## config.mk

```make
export PLATFORM = sky130hd
export DESIGN_NAME = pipe_ctrl_unit
export DESIGN_NICKNAME = d
export VERILOG_FILES = /design/src/rtl/pipe_ctrl_unit.sv
export SDC_FILE = /design/constraint.sdc
export NUM_CORES = 1
export LEC_CHECK = 0
export ABC_AREA = 1
export CORE_ASPECT_RATIO = 1.2
export CORE_MARGIN = 8
export CORE_UTILIZATION = 41
export CTS_BUF_LIST = sky130_fd_sc_hd__clkbuf_4 sky130_fd_sc_hd__clkbuf_8 sky130_fd_sc_hd__clkbuf_16
export CTS_CLUSTER_SIZE = 40
export DETAILED_ROUTE_END_ITERATION = 12
export MAX_ROUTING_LAYER = met4
export PLACE_DENSITY = 0.85
export REMOVE_ABC_BUFFERS = 1
export SYNTH_ARGS = -nofsm -noshare
export SYNTH_HDL_FRONTEND = slang
export SYNTH_SLANG_ARGS = --single-unit
```

## constraint.sdc

```tcl
create_clock -name clk -period 1.35 [get_ports clk]
set_input_delay 0.135 -clock clk [delete_from_list [all_inputs] [get_ports clk]]
set_output_delay 0.135 -clock clk [all_outputs]
set_load 0.02 [all_outputs]
```

## src/rtl/pipe_ctrl_unit.sv

```systemverilog
// Pipelined control unit: decodes in ID and carries control bundle + destination through EX/MEM/WB.
// Generates load-use stalls, honours branch/jump flush, flags illegal instructions, counts stalls.
module pipe_ctrl_unit #(
    parameter int REG_AW   = 5,
    parameter int LINK_REG = 31,
    parameter int CNT_W    = 16
) (
    input  logic              clk,
    input  logic              rst,
    input  logic              id_valid,
    input  logic [5:0]        opcode,
    input  logic [5:0]        funct,
    input  logic [REG_AW-1:0] id_rs,
    input  logic [REG_AW-1:0] id_rt,
    input  logic [REG_AW-1:0] id_rd,
    input  logic              flush_in,
    output logic              stall,
    output logic [14:0]       ex_ctrl,
    output logic [14:0]       mem_ctrl,
    output logic [14:0]       wb_ctrl,
    output logic [REG_AW-1:0] ex_dst,
    output logic [REG_AW-1:0] mem_dst,
    output logic [REG_AW-1:0] wb_dst,
    output logic              illegal,
    output logic [CNT_W-1:0]  stall_cnt
);

    localparam logic [REG_AW-1:0] LINK = REG_AW'(LINK_REG);

    logic [1:0]        reg_dst;
    logic              jump;
    logic              branch;
    logic              mem_read;
    logic [1:0]        mem_reg;
    logic              alu_src;
    logic              reg_write;
    logic              mem_write;
    logic [3:0]        alu_op;
    logic              jump_reg;
    logic              legal;
    logic              uses_rt;
    logic [14:0]       id_ctrl;
    logic [REG_AW-1:0] id_dst;
    logic              load_use;
    logic              advance;

    always_comb begin
        reg_dst   = 2'd0;
        jump      = 1'b0;
        branch    = 1'b0;
        mem_read  = 1'b0;
        mem_reg   = 2'd0;
        alu_src   = 1'b0;
        reg_write = 1'b0;
        mem_write = 1'b0;
        alu_op    = 4'd0;
        jump_reg  = 1'b0;
        legal     = 1'b1;
        case (opcode)
            6'b000000: begin
                case (funct)
                    6'b100000: begin reg_dst = 2'd1; reg_write = 1'b1; end
                    6'b100010: begin reg_dst = 2'd1; reg_write = 1'b1; alu_op = 4'b0001; end
                    6'b100100: begin reg_dst = 2'd1; reg_write = 1'b1; alu_op = 4'b0010; end
                    6'b100101: begin reg_dst = 2'd1; reg_write = 1'b1; alu_op = 4'b0011; end
                    6'b101010: begin reg_dst = 2'd1; reg_write = 1'b1; alu_op = 4'b0111; end
                    6'b000000: begin
                        reg_dst = 2'd1; alu_src = 1'b1; reg_write = 1'b1; alu_op = 4'b1000;
                    end
                    6'b001000: begin jump = 1'b1; jump_reg = 1'b1; end
                    6'b001001: begin
                        reg_dst = 2'd2; jump = 1'b1; mem_reg = 2'd2; reg_write = 1'b1; jump_reg = 1'b1;
                    end
                    default:   legal = 1'b0;
                endcase
            end
            6'b100011: begin mem_read = 1'b1; mem_reg = 2'd1; alu_src = 1'b1; reg_write = 1'b1; end
            6'b101011: begin alu_src = 1'b1; mem_write = 1'b1; end
            6'b001000: begin alu_src = 1'b1; reg_write = 1'b1; end
            6'b001100: begin alu_src = 1'b1; reg_write = 1'b1; alu_op = 4'b0010; end
            6'b001101: begin alu_src = 1'b1; reg_write = 1'b1; alu_op = 4'b0011; end
            6'b001010: begin alu_src = 1'b1; reg_write = 1'b1; alu_op = 4'b0111; end
            6'b000100: begin branch = 1'b1; alu_op = 4'b0101; end
            6'b000101: begin branch = 1'b1; alu_op = 4'b0110; end
            6'b000010: jump = 1'b1;
            6'b000011: begin reg_dst = 2'd2; jump = 1'b1; mem_reg = 2'd2; reg_write = 1'b1; end
            default:   legal = 1'b0;
        endcase
    end

    assign id_ctrl = {jump_reg, reg_dst, jump, branch, mem_read, mem_reg,
                      alu_src, reg_write, mem_write, alu_op};

    always_comb begin
        id_dst = '0;
        if (reg_write) begin
            case (reg_dst)
                2'd0:    id_dst = id_rt;
                2'd1:    id_dst = id_rd;
                default: id_dst = LINK;
            endcase
        end
    end

    // Only R-type, branches and stores actually read rt as a source operand.
    assign uses_rt = (opcode == 6'b000000) || (opcode == 6'b000100) ||
                     (opcode == 6'b000101) || (opcode == 6'b101011);

    assign load_use = id_valid && ex_ctrl[9] && (ex_dst != '0) &&
                      ((ex_dst == id_rs) || ((ex_dst == id_rt) && uses_rt));

    assign stall   = load_use && !flush_in;
    assign advance = id_valid && !flush_in && !stall;

    always_ff @(posedge clk) begin
        if (rst) begin
            ex_ctrl   <= '0;
            mem_ctrl  <= '0;
            wb_ctrl   <= '0;
            ex_dst    <= '0;
            mem_dst   <= '0;
            wb_dst    <= '0;
            illegal   <= 1'b0;
            stall_cnt <= '0;
        end else begin
            if (advance && legal) begin
                ex_ctrl <= id_ctrl;
                ex_dst  <= id_dst;
            end else begin
                ex_ctrl <= '0;
                ex_dst  <= '0;
            end
            mem_ctrl <= ex_ctrl;
            mem_dst  <= ex_dst;
            wb_ctrl  <= mem_ctrl;
            wb_dst   <= mem_dst;
            if (advance && !legal)
                illegal <= 1'b1;
            if (stall && (stall_cnt != '1))
                stall_cnt <= stall_cnt + CNT_W'(1);
        end
    end

endmodule
```

==> results by stage, run 1 <==
Route:
- Before antenna repair, the detailed router went through 4 iterations.
- The final layout contains routed wiring with a total length of 11.7 mm.
- In this run the remaining antenna-violating nets after routing total 0.
- The residual DRC count is 0.
- After detailed routing, the average wire length per cell comes to 15.7 um.
- The detailed-route via count is 3,683.
- The detailed router's first-iteration violation count is 142.
- The ratio of routed vias to standard cells is 4.96.

CTS:
- The buffer type at the clock tree root is sky130_fd_sc_hd__clkbuf_8.
- In this run, CTS created clock tree buffers numbering 9.
- The maximum number of buffers from clock root to sink is 2.
- The clock net sink count is 77.
- The clock slew seen by the registers of the worst setup and hold paths is 80 ps.
- The clock reaches the later pin of the worst-skew pair after 340 ps.
- The number of H-tree levels is 3.
- The post-cts hold buffer count is 0.
- The CTS tree is yes.

Die:
- Once the floorplan was initialized, standard cells occupied 42.3% of the core.
- In this run the horizontal extent of the chip is 97.4 um.
- The initialized floorplan defines 35 standard-cell rows.
- Measured along the y axis, the die boundary spans 114 um.
- The full die area is 11,100 um2.
- During I/O placement, the number of pins put on the boundary was 109.
- The floorplan core area is 7710 um2.

Layout:
- The number of nets in the layout is 678.
- The proportion of layout cells with a drive suffix above 1 is 33.8%.
- After routing the design area is 5660 um2.
- The area growth from synthesis to layout is 73.7%.
- 0 antenna diodes ended up in the layout.

Pwr:
- In this run the static leakage power is 2.79 nW.
- The peak ir drop on the vdd network is 0.705 mV.
- Power spread over the standard cell area amounts to 848 nW/um2.

Place:
- The placement-stage cell area is 4940 um2.
- Prior to clock tree synthesis, the placed netlist has a worst setup slack of -820 ps.
- The congestion estimate from routability-driven global placement came to 0.962.
- The number of buffers inserted by port buffering is 108.
- Detailed placement finished with a half-perimeter wire length of 7.94 mm.

Global route:
- The via count of the first global-routing pass is 3,762.
- Entering global routing, the biggest net connects 23 pins.
- The final global-route overflow total is 0.
- The global routing usage summed across all routing layers is 19.7%.
- The number of antenna violations at the first check in global routing is 0.
- The first global-routing pass estimated 17.6 mm of wire.

Setup path:
- The biggest fanout along the worst timing path is 10.
- Measured in cells, the most critical reg-to-reg path has a length of 9.
- The worst setup path is of the reg2reg kind.
- At the worst endpoint, the required time is 1630 ps.
- The endpoint identified for the worst register-to-register timing path is ex_dst[3]$_SDFF_PP0_.
- The reg2reg setup slack is -340 ps.
- The worst path arrival time is 1970 ps.
- The worst register-to-register path begins at ex_dst[2]$_SDFF_PP0_.
- STA classifies the critical path endpoint as a flip-flop.
- The worst setup path is launched from a flip-flop.

Synthesis:
- After synthesis, flip-flops and latches occupy 47.3% of the total area.
- The synthesized design contains 0 enable-type register cells.
- The number of warning messages in the yosys log is 0.
- The count of distinct cell types in the synthesized netlist is 32.
- In this run the cell area of the synthesized design comes to 3260 um2.
- Synthesis handed over a netlist of 442 instances.
- Summed over all instances, the cell type with the most area after synthesis is sky130_fd_sc_hd__dfxtp_1.
- The mean instance size in the synthesized netlist is 7.37 um2.
- The post-synthesis sequential element count is 77.
- After synthesis, the share of flip-flops with an asynchronous set or reset is 0%.
- For this run, the leading register cell type out of synthesis is sky130_fd_sc_hd__dfxtp_1.
- The portion of synthesized cell area occupied by the leading cell type is 47.3%.
- The commonest cells after synthesis are sky130_fd_sc_hd__nor2_1 (93), sky130_fd_sc_hd__dfxtp_1 (77), sky130_fd_sc_hd__inv_1 (77).
- By instance count, the leading cell after synthesis is sky130_fd_sc_hd__nor2_1.
- Sorting the synthesized cells by area gives the leading types as sky130_fd_sc_hd__dfxtp_1 (47%), sky130_fd_sc_hd__nor2_1 (11%), sky130_fd_sc_hd__inv_1 (8.9%), sky130_fd_sc_hd__nand2_1 (7.4%), sky130_fd_sc_hd__nand4_1 (3.8%).

Min path:
- The kind of path behind the tightest hold check is in2reg.
- The worst hold path passes through 2 cells.
- The startpoint identified for the worst hold timing path is rst.
- The end point of the worst hold path is mem_ctrl[13]$_SDFF_PP0_.

Status:
- The flow ran to the end, but the final reports show violations.
- The final reports fail on negative setup slack.

Timing:
- The final critical-path required period is 1690 ps.
- The number of pins exceeding their max-slew limit in the final report was 0.
- Setup repair after global routing could not meet its margin everywhere.
- At the pin with the least slew margin, the transition time is 418 ps.
- Between clock sinks in the finished design, the worst skew comes to 8.90 ps.
- The worst path setup slack after routing is -341 ps.
- The maximum clock frequency is 0.591 GHz.
- The tightest slew margin relative to the limit is 71.9%.
- The final critical path takes up 125% of the cycle.
- The number of endpoints failing setup at the final stage is 37.
- The final count of hold timing violations was 0.

Run:
- The tool flagged a number of max-cap violations equal to 0.
[how the worst max path moves through the flow]
stage / start / end / slack [ps] / cells after the start
floorplan: stall_cnt[1]$_SDFFE_PP0P_ / stall_cnt[0]$_SDFFE_PP0P_ / -370 / 10
global placement: opcode[3] / stall / -780 / 10
detailed placement: opcode[5] / stall / -820 / 10
CTS: ex_dst[3]$_SDFF_PP0_ / stall / -260 / 10
global route: ex_dst[3]$_SDFF_PP0_ / ex_dst[3]$_SDFF_PP0_ / -430 / 9
finish: ex_dst[2]$_SDFF_PP0_ / ex_dst[3]$_SDFF_PP0_ / -340 / 9
[where the power goes]
group / total (mW) / internal [mW] / leakage (nW) / switching, mW
sequential: 2.27 / 2.27 / 0.625 / 0.00171
combinational: 0.387 / 0.190 / 2.04 / 0.197
clock: 2.14 / 1.28 / 0.119 / 0.867
[sequential cells by signal (all words and copies together) (netlist names)]
register / count
mem_ctrl: 15
wb_dst: 5
ex_ctrl: 15
stall_cnt: 16
mem_dst: 5
wb_ctrl: 15
illegal: 1
ex_dst: 5
[through the flow]
step                      util [%]  power (mW)  std cells  TNS, ps  hold slack [ps]
after floorplan                  -        2.42        431    -8520              204
after global placement        64.1        2.64        703   -24400              403
after detailed placement      64.1        2.64        703   -26100              411
after CTS                     69.7        4.78        733    -7870              142
after global routing          73.4        4.95        743   -12730              169
final                         73.4        4.80        743    -9320              157
[worst max-delay path, cell delays in order, from the launching register on]
cell and delay, ps:
sky130_fd_sc_hd__dfxtp_2 350, sky130_fd_sc_hd__nor3_1 220, sky130_fd_sc_hd__nand3_1 130, sky130_fd_sc_hd__nand3_1 110, sky130_fd_sc_hd__inv_2 70, sky130_fd_sc_hd__buf_6 160, sky130_fd_sc_hd__a21oi_4 170, sky130_fd_sc_hd__buf_12 140
sky130_fd_sc_hd__nand3_4 130, sky130_fd_sc_hd__nor2_2 130
[layout by cell type (no fill, tap or decap), types with 10 or more instances in the layout]
cell	count
sky130_fd_sc_hd__xor2_1	11
sky130_fd_sc_hd__clkbuf_8	10
sky130_fd_sc_hd__inv_1	69
sky130_fd_sc_hd__nand4_1	20
sky130_fd_sc_hd__inv_2	12
sky130_fd_sc_hd__clkdlybuf4s50_1	17
sky130_fd_sc_hd__nand2_1	42
sky130_fd_sc_hd__dfxtp_1	68
sky130_fd_sc_hd__dlygate4sd2_1	73
sky130_fd_sc_hd__nor2_4	13
sky130_fd_sc_hd__nor2_2	14
sky130_fd_sc_hd__nand3_1	15
sky130_fd_sc_hd__buf_4	83
sky130_fd_sc_hd__nor2_1	74
sky130_fd_sc_hd__nand2_2	19
[what timing repair did]
item,CTS,global route
cloned,4,0
pin swaps,20,20
gates resized for setup,147,85
buffers inserted,10,10
setup endpoints to repair,115,43
[logic make-up after synthesis]
logic type | Yosys count | synth area share [%]
flops | 77 | 47.3
compound gates | 29 | 5.07
buf+inv | 92 | 11.2
simple gates | 226 | 31.5
fa+ha+maj | 1 | 0.384
xor+xnor | 17 | 4.57
[cell type report]
cell class,instances,area [um2]
Timing Repair Buffer,201,1730
Tap cell,92,115
Sequential cell,77,1560
Fill cell,563,2050
Inverter,81,304
Clock inverter,6,110
Multi-Input combinational cell,276,1700
Clock buffer,10,138
[per-layer routing]
layer  up-vias  global-route usage, %  wire length, um
met1      1714                   19.4             4320
met2       150                   34.9             6110
met4         0                   11.0              375
met5         -                      -                0
li1       1787                      -                -
met3        32                   5.08              858
Note: power is estimated with default switching activity, not from simulation.
==> run 2, diff against run 1 <==
--- a/config.mk
+++ b/config.mk
@@ -14,7 +14,6 @@
 export DETAILED_ROUTE_END_ITERATION = 12
 export MAX_ROUTING_LAYER = met4
 export PLACE_DENSITY = 0.85
-export REMOVE_ABC_BUFFERS = 1
 export SYNTH_ARGS = -nofsm -noshare
 export SYNTH_HDL_FRONTEND = slang
 export SYNTH_SLANG_ARGS = --single-unit
==> results by stage, run 2 (synthesis results as in run 1) <==
Status:
- The run finished, with violations left.
- The final reports fail on negative setup slack.

Setup path:
- The worst register-to-register path has a setup slack of -340 ps.
- The end of the worst register-to-register path is ex_dst[3]$_SDFF_PP0_.
- STA classifies the critical path startpoint as a flip-flop.
- The critical path goes through nor3_2, nand3_1, nand3_2, inv_2, buf_12, a21oi_4, buf_12, nand3_4, nor2_1.
- The most common cell type on the critical path is sky130_fd_sc_hd__buf_12.
- Among all stages on the critical path, the largest delay is contributed by sky130_fd_sc_hd__dfxtp_4.
- In this run the worst path has a maximum fanout of 6.
- The required time at the worst-slack endpoint is 1620 ps.
- The depth of the worst register-to-register path is 9.
- STA classifies the critical path endpoint as a flip-flop.
- Data arrives at the worst endpoint at 1970 ps.
- The critical path is of the reg2reg type.
- The largest incremental delay on the critical path is 380 ps.
- The beginning of the worst register-to-register path is ex_dst[4]$_SDFF_PP0_.

Place:
- The HPWL reported at the end of detailed placement is 7.90 mm.
- The total instance count after detailed placement is 710.
- Routability-driven placement finished with a final weighted congestion of 0.907.
- The number of buffers inserted by port buffering is 108.

Route:
- The average wire per cell in the routed design is 16.7 um.
- Dividing the detail-routed via count by the number of cells gives 5.17.
- The routed wire length is 12.5 mm.
- The number of routed nets with antenna violations is 0.
- The first-pass detailed-route iteration total is 5.
- After the first detailed-routing iteration, the DRC count stood at 311.
- For this run, design rule violations remaining after detail routing come to 0.
- The detailed-route via count is 3,862.

Timing:
- The final critical-path required period is 1690 ps.
- After layout, the worst path uses 125% of the clock period.
- The maximum clock frequency is 0.591 GHz.
- The final count of hold timing violations was 0.
- The clock skew is 10.5 ps.
- Setup violations remaining at the end of the flow were counted as 38.
- The number of pins exceeding their max-slew limit in the final report was 0.
- At the pin with the least slew margin, the transition time is 378 ps.
- Setup slack on the critical path of the routed design comes to -341 ps.
- Setup repair after global routing could not meet its margin everywhere.
- Final hold analysis gives a worst-case slack of 145 ps.
- Headroom to the max-slew limit came out at 74.6%.

CTS:
- For the worst-skew pair, the clock arrives at the later sink with an insertion delay of 350 ps.
- The maximum number of buffers from clock root to sink is 2.
- The total CTS buffers is 9.
- The cell sitting at the root of the clock tree is a sky130_fd_sc_hd__clkbuf_8.
- TritonCTS built the clock tree.
- The clock net sink count is 77.
- The clock tree synthesis step divided the H-tree into 3 levels.
- Clock-pin slew was measured on the worst setup and hold paths at 90 ps.

Global route:
- The maximum number of pins on one net before global-route repair is 50.
- The global-route wire length before repair is 17.2 mm.
- The global routing usage summed across all routing layers is 19.1%.
- The via count of the first global-routing pass is 3,749.
- The number of antenna violations at the first check in global routing is 0.
- Global routing finished with a remaining overflow of 0.

Pwr:
- The share of total power dissipated in sequential elements is 50.1%.
- The clock network accounts for 41.0% of the total power.
- In this run the power density over the cells is 785 nW/um2.
- Internal power comes to 3.35 mW.
- The net switching power of the design is 1.16 mW.
- The total power consumption of the routed design is 4.51 mW.
- The power share of the combinational group is 8.9%.
- The leakage dissipation is 2.81 nW.
- The peak ir drop on the vdd network is 0.684 mV.
- Net switching is 25.7% of the power.

Synthesis:
- The number of nets produced by synthesis is 474.

Layout:
- More flip-flops sit in one register than any other, and that register is stall_cnt.
- The finished layout holds 747 standard cells, fillers aside.
- 0 antenna diodes ended up in the layout.
- The most frequent standard cell in the layout excluding fill and tap cells is sky130_fd_sc_hd__buf_4.
- For this run, the share of the core covered by cells in the final layout is 74.5%.
- From synthesis to final layout, the design area changed by 76.3%.
- In the final layout, the share of cells above drive strength 1 is 36.0%.
- In the final design database the tool counted 682 nets.
- The top cell types in the final layout, fill and taps aside, are sky130_fd_sc_hd__buf_4 (90), sky130_fd_sc_hd__dlygate4sd2_1 (76), sky130_fd_sc_hd__inv_1 (69).
- The register with the most flip-flops in the layout has 16 of them.

Die:
- The width of the die is 97.4 um.
- The placement row count is 35.
- The full die area is 11,100 um2.
- The floorplan core area is 7710 um2.
- The effective utilization at floorplan is 42.3%.
- Pin placement for this block handled 109 I/O pins.
- In this run the vertical extent of the chip is 114 um.

Min path:
- The instance count along the most critical hold path is 2.
- For hold timing, the worst endpoint is illegal$_SDFFE_PP0P_.
- The kind of path behind the tightest hold check is in2reg.
- The startpoint identified for the worst hold timing path is rst.

Run:
- The max-capacitance violation count is 0.
## run 2: worst max-delay path by stage
| stage | from | endpoint | slack [ps] | depth (start not counted) |
|---|---|---|---|---|
| 6_report | ex_dst[4]$_SDFF_PP0_ | ex_dst[3]$_SDFF_PP0_ | -340 | 9 |
| 3_5_place_dp | opcode[1] | ex_ctrl[6]$_SDFF_PP0_ | -780 | 11 |
| 5_1_grt | ex_dst[4]$_SDFF_PP0_ | ex_dst[3]$_SDFF_PP0_ | -410 | 9 |
| 2_1_floorplan | stall_cnt[0]$_SDFFE_PP0P_ | stall_cnt[10]$_SDFFE_PP0P_ | -70 | 10 |
| 4_1_cts | ex_dst[3]$_SDFF_PP0_ | stall | -300 | 10 |
| 3_3_place_gp | opcode[5] | stall | -710 | 10 |
## run 2: routing by layer
metal  global-route usage [%]  share of wire, %  routed length [um]
met5                        -                 0                   0
met4                     10.5               4.8                 601
met1                     19.2                38                4700
met2                     34.1                51                6400
met3                     3.81               6.4                 797
## run 2: worst max-delay path: cells and delay by family, from the launching register on
family                 cells  cell delay, ps
and+or+nand+nor            5             690
DFF                        1             380
buffers and inverters      3             380
AOI/OAI and AO/OA          1             160
## run 2: power by group through the flow
| stage | logic, mW | clock network (mW) | registers (mW) |
|---|---|---|---|
| CTS | 0.321 | 1.85 | 2.26 |
| global route | 0.429 | 1.96 | 2.26 |
| floorplan | 0.115 | 0 | 2.32 |
| finish | 0.403 | 1.85 | 2.26 |
| global placement | 0.303 | 0 | 2.32 |
| detailed placement | 0.313 | 0 | 2.32 |
## run 2: cell type report
type                            count  area, um2
Inverter                           81        304
Tap cell                           92        115
Clock inverter                      7       90.1
Sequential cell                    77       1580
Timing Repair Buffer              205       1790
Fill cell                         495       1960
Clock buffer                        9        124
Multi-Input combinational cell    276       1740
## run 2: what timing repair did
action,CTS,global route
endpoints found under the setup margin,115,42
pin swaps,10,32
gates cloned,1,2
setup buffers,3,16
hold buffers,0,0
endpoints found under the hold margin,0,0
resized for setup,112,99
## run 2: through the flow
| stage | setup slack [ps] | setup TNS [ps] | instance area, um2 |
|---|---|---|---|
| finish | -341 | -9870 | 5750 |
| global route | -407 | -12480 | 5750 |
| CTS | -297 | -9010 | 5280 |
| detailed placement | -783 | -25720 | 5050 |
| global placement | -705 | -22150 | 5050 |
| floorplan | -67.8 | -1320 | 3320 |
==> run 3, diff against run 2 <==
==> constraint.sdc (replaced) <==
create_clock -name clk -period 1.35 [get_ports clk]
set_input_delay 0.405 -clock clk [delete_from_list [all_inputs] [get_ports clk]]
set_output_delay 0.405 -clock clk [all_outputs]
set_load 0.02 [all_outputs]
==> results by stage, run 3 (synthesis results as in run 1) <==
Status:
- The flow ran to the end, but the final reports show violations.
- The checks that failed: negative setup slack.

Pwr:
- Cell internal power was estimated by the tool at 3.50 mW.
- The net switching power of the design is 1.10 mW.
- The share of total power dissipated in sequential elements is 49.1%.
- The switching part of the total is 24.0%.
- The total power consumption of the routed design is 4.60 mW.
- The share of total power dissipated in the clock network is 42.0%.
- The leakage dissipation is 2.58 nW.
- The worst-case IR drop observed on VDD is 0.698 mV.
- In this run the power density over the cells is 853 nW/um2.
- The power share of the combinational group is 8.9%.

Place:
- The final weighted congestion of routability-driven global placement is 0.861.
- Summed over all nets, the half-perimeter wirelength after detailed placement is 7.78 mm.
- Including well taps, the total number of placed cells is 702.
- In this run the tool buffered the top-level ports with 108 buffer cells.
- Once placement finished, the instance area stood at 5030 um2.
- The post-placement worst setup slack is -1300 ps.

Timing:
- The worst path in the final design needs a cycle of 1960 ps, including I/O delays and setup.
- The final period utilization is 145%.
- The worst path setup slack after routing is -607 ps.
- The number of pins exceeding their max-slew limit in the final report is 0.
- At the pin with the least slew margin, the transition time is 406 ps.
- Setup repair after global routing could not meet its margin everywhere.
- Headroom to the max-slew limit came out at 72.7%.
- The clock arrives with 14.9 ps of skew.
- Static timing analysis puts the maximum clock frequency at 0.511 GHz.
- Setup violations remaining at the end of the flow were counted as 41.
- The final count of hold timing violations is 0.

Setup path:
- The beginning of the worst register-to-register path is ex_dst[2]$_SDFF_PP0_.
- The largest individual stage delay along the critical path comes from the cell sky130_fd_sc_hd__dfxtp_2.
- The signal on the critical path passes through buf_6, nor3_2, nand3_1, nand3_2, inv_2, nand2_2, inv_2, buf_6.
- The biggest fanout along the worst timing path is 3.
- In this design, the stage delay of the slowest critical-path cell is 360 ps.
- The critical path class is reg2out.
- The most critical setup path has its startpoint at ex_dst[2]$_SDFF_PP0_.
- The required time at the worst-slack endpoint is 950 ps.
- The worst path arrival time is 1550 ps.
- STA classifies the critical path startpoint as a flip-flop.
- The endpoint kind of the worst setup timing path is an output pin.

CTS:
- Clock tree synthesis selected as its root buffer the cell sky130_fd_sc_hd__clkbuf_8.
- The clock latency reported for the late side of the worst-skew pair is 350 ps.
- The clock slew seen by the registers of the worst setup and hold paths is 80 ps.
- Buffers inserted to repair hold after CTS numbered 0.
- The clock net sink count is 77.
- The total CTS buffers is 9.
- The maximum number of buffers from clock root to sink is 2.
- TritonCTS built the clock tree.
- The number of H-tree levels is 3.

Run:
- The max-capacitance violation count is 0.

Global route:
- The global routing usage summed across all routing layers is 22.1%.
- The first global-routing pass estimated 19.7 mm of wire.
- For this run the aggregate overflow at the end of global routing stands at 0.
- Entering global routing, the biggest net connects 39 pins.
- The via count of the first global-routing pass is 4,016.
- The number of antenna violations at the first check in global routing is 1.

Layout:
- The library cells used most frequently in the layout, excluding fill and tap cells, are sky130_fd_sc_hd__buf_4 (83), sky130_fd_sc_hd__nor2_1 (76), sky130_fd_sc_hd__buf_2 (69).
- The finished cells cover 5390 um2.
- The flip-flop count of the largest register after layout is 16.
- The number of nets in the layout is 677.
- Counting flops per register, the top entry is stall_cnt.
- Excluding fillers, the count of instances in the completed layout stands at 743.
- The most frequent standard cell in the layout excluding fill and tap cells is sky130_fd_sc_hd__buf_4.
- The layout overhead on the synthesized area is 65.6%.
- For this run, the share of the core covered by cells in the final layout is 70.0%.
- Fill cells in the final layout number 546.
- The proportion of layout cells with a drive suffix above 1 is 46.5%.

Die:
- The I/O pin count is 109.
- In this run the vertical extent of the chip is 114 um.
- The effective utilization at floorplan is 42.3%.
- The width of the die is 97.4 um.
- The floorplan core area is 7710 um2.
- The die covers 11,100 um2.
- The floorplan has 35 rows.

Route:
- Wires add up to 12.6 mm.
- In the final routed layout, each cell accounts on average for 16.9 um.
- The residual DRC count is 0.
- The pre-antenna-repair detailed-routing pass consisted of 6 iterations.
- The number of routed nets with antenna violations is 0.
- Using the TritonRoute via totals, the vias-per-cell ratio works out to 5.19.
- The detailed router's first-iteration violation count is 346.
- The detailed-route via count is 3,859.

Min path:
- The critical hold path startpoint is mem_dst[1]$_SDFF_PP0_.
- The tightest min-delay check is of the reg2reg type.

Synthesis:
- When the netlist entered floorplanning its net count stood at 474.
## run 3: area by class of cell
| class | count | area, um2 | share of cell area [%] |
|---|---|---|---|
| clock inverters | 7 | 97.6 | 1.81 |
| inverters | 81 | 307 | 5.68 |
| multi-input cells | 276 | 1670 | 31.0 |
| diodes | 1 | 2.50 | 0.0464 |
| well taps | 92 | 115 | 2.13 |
| clock buffers | 9 | 124 | 2.30 |
| flip-flops and latches | 77 | 1590 | 29.4 |
| repair buffers | 200 | 1490 | 27.7 |
## run 3: per-stage QoR
step / setup TNS [ps] / hold slack (ps)
after floorplan: -3690 / 495
after global placement: -34490 / 409
after detailed placement: -37970 / 410
after CTS: -14220 / 409
after global routing: -18680 / 431
final: -15740 / 420
## run 3: what timing repair did
action / CTS / global route
cloned: 3 / 0
endpoints found under the setup margin: 115 / 65
resized for setup: 411 / 50
pin swaps: 33 / 11
setup buffers: 21 / 1
## run 3: path summary, 6_finish.rpt
check,to,slack [ps],cells after the start
worst max-delay path,stall,-610,8
worst min-delay path,wb_dst[1]$_SDFF_PP0_,420,2
worst max register to register,stall_cnt[0]$_SDFFE_PP0P_,-510,14
worst min register to register,wb_dst[1]$_SDFF_PP0_,420,2
## run 3: power by group through the flow
stage	combinational [mW]	clock, mW	sequential, mW
2_1_floorplan	0.125	0	2.32
3_3_place_gp	0.318	0	2.32
3_5_place_dp	0.330	0	2.32
4_1_cts	0.371	1.94	2.26
5_1_grt	0.432	2.06	2.26
6_report	0.409	1.93	2.26
## run 3: critical path: cells and delay by family (launching register included)
family                 cells  cell delay, ps
buffers and inverters      4             330
AND/OR/NAND/NOR            4             500
flip-flops                 1             360
## run 3: per-layer routing
layer,vias up,global-route usage [%],part of all wire [%],wire length (um)
li1,1790,-,-,-
met1,1764,22.0,37,4600
met2,237,39.3,53,6630
met3,68,4.53,6.7,841
met4,0,12.8,4.0,505
met5,-,-,0,0
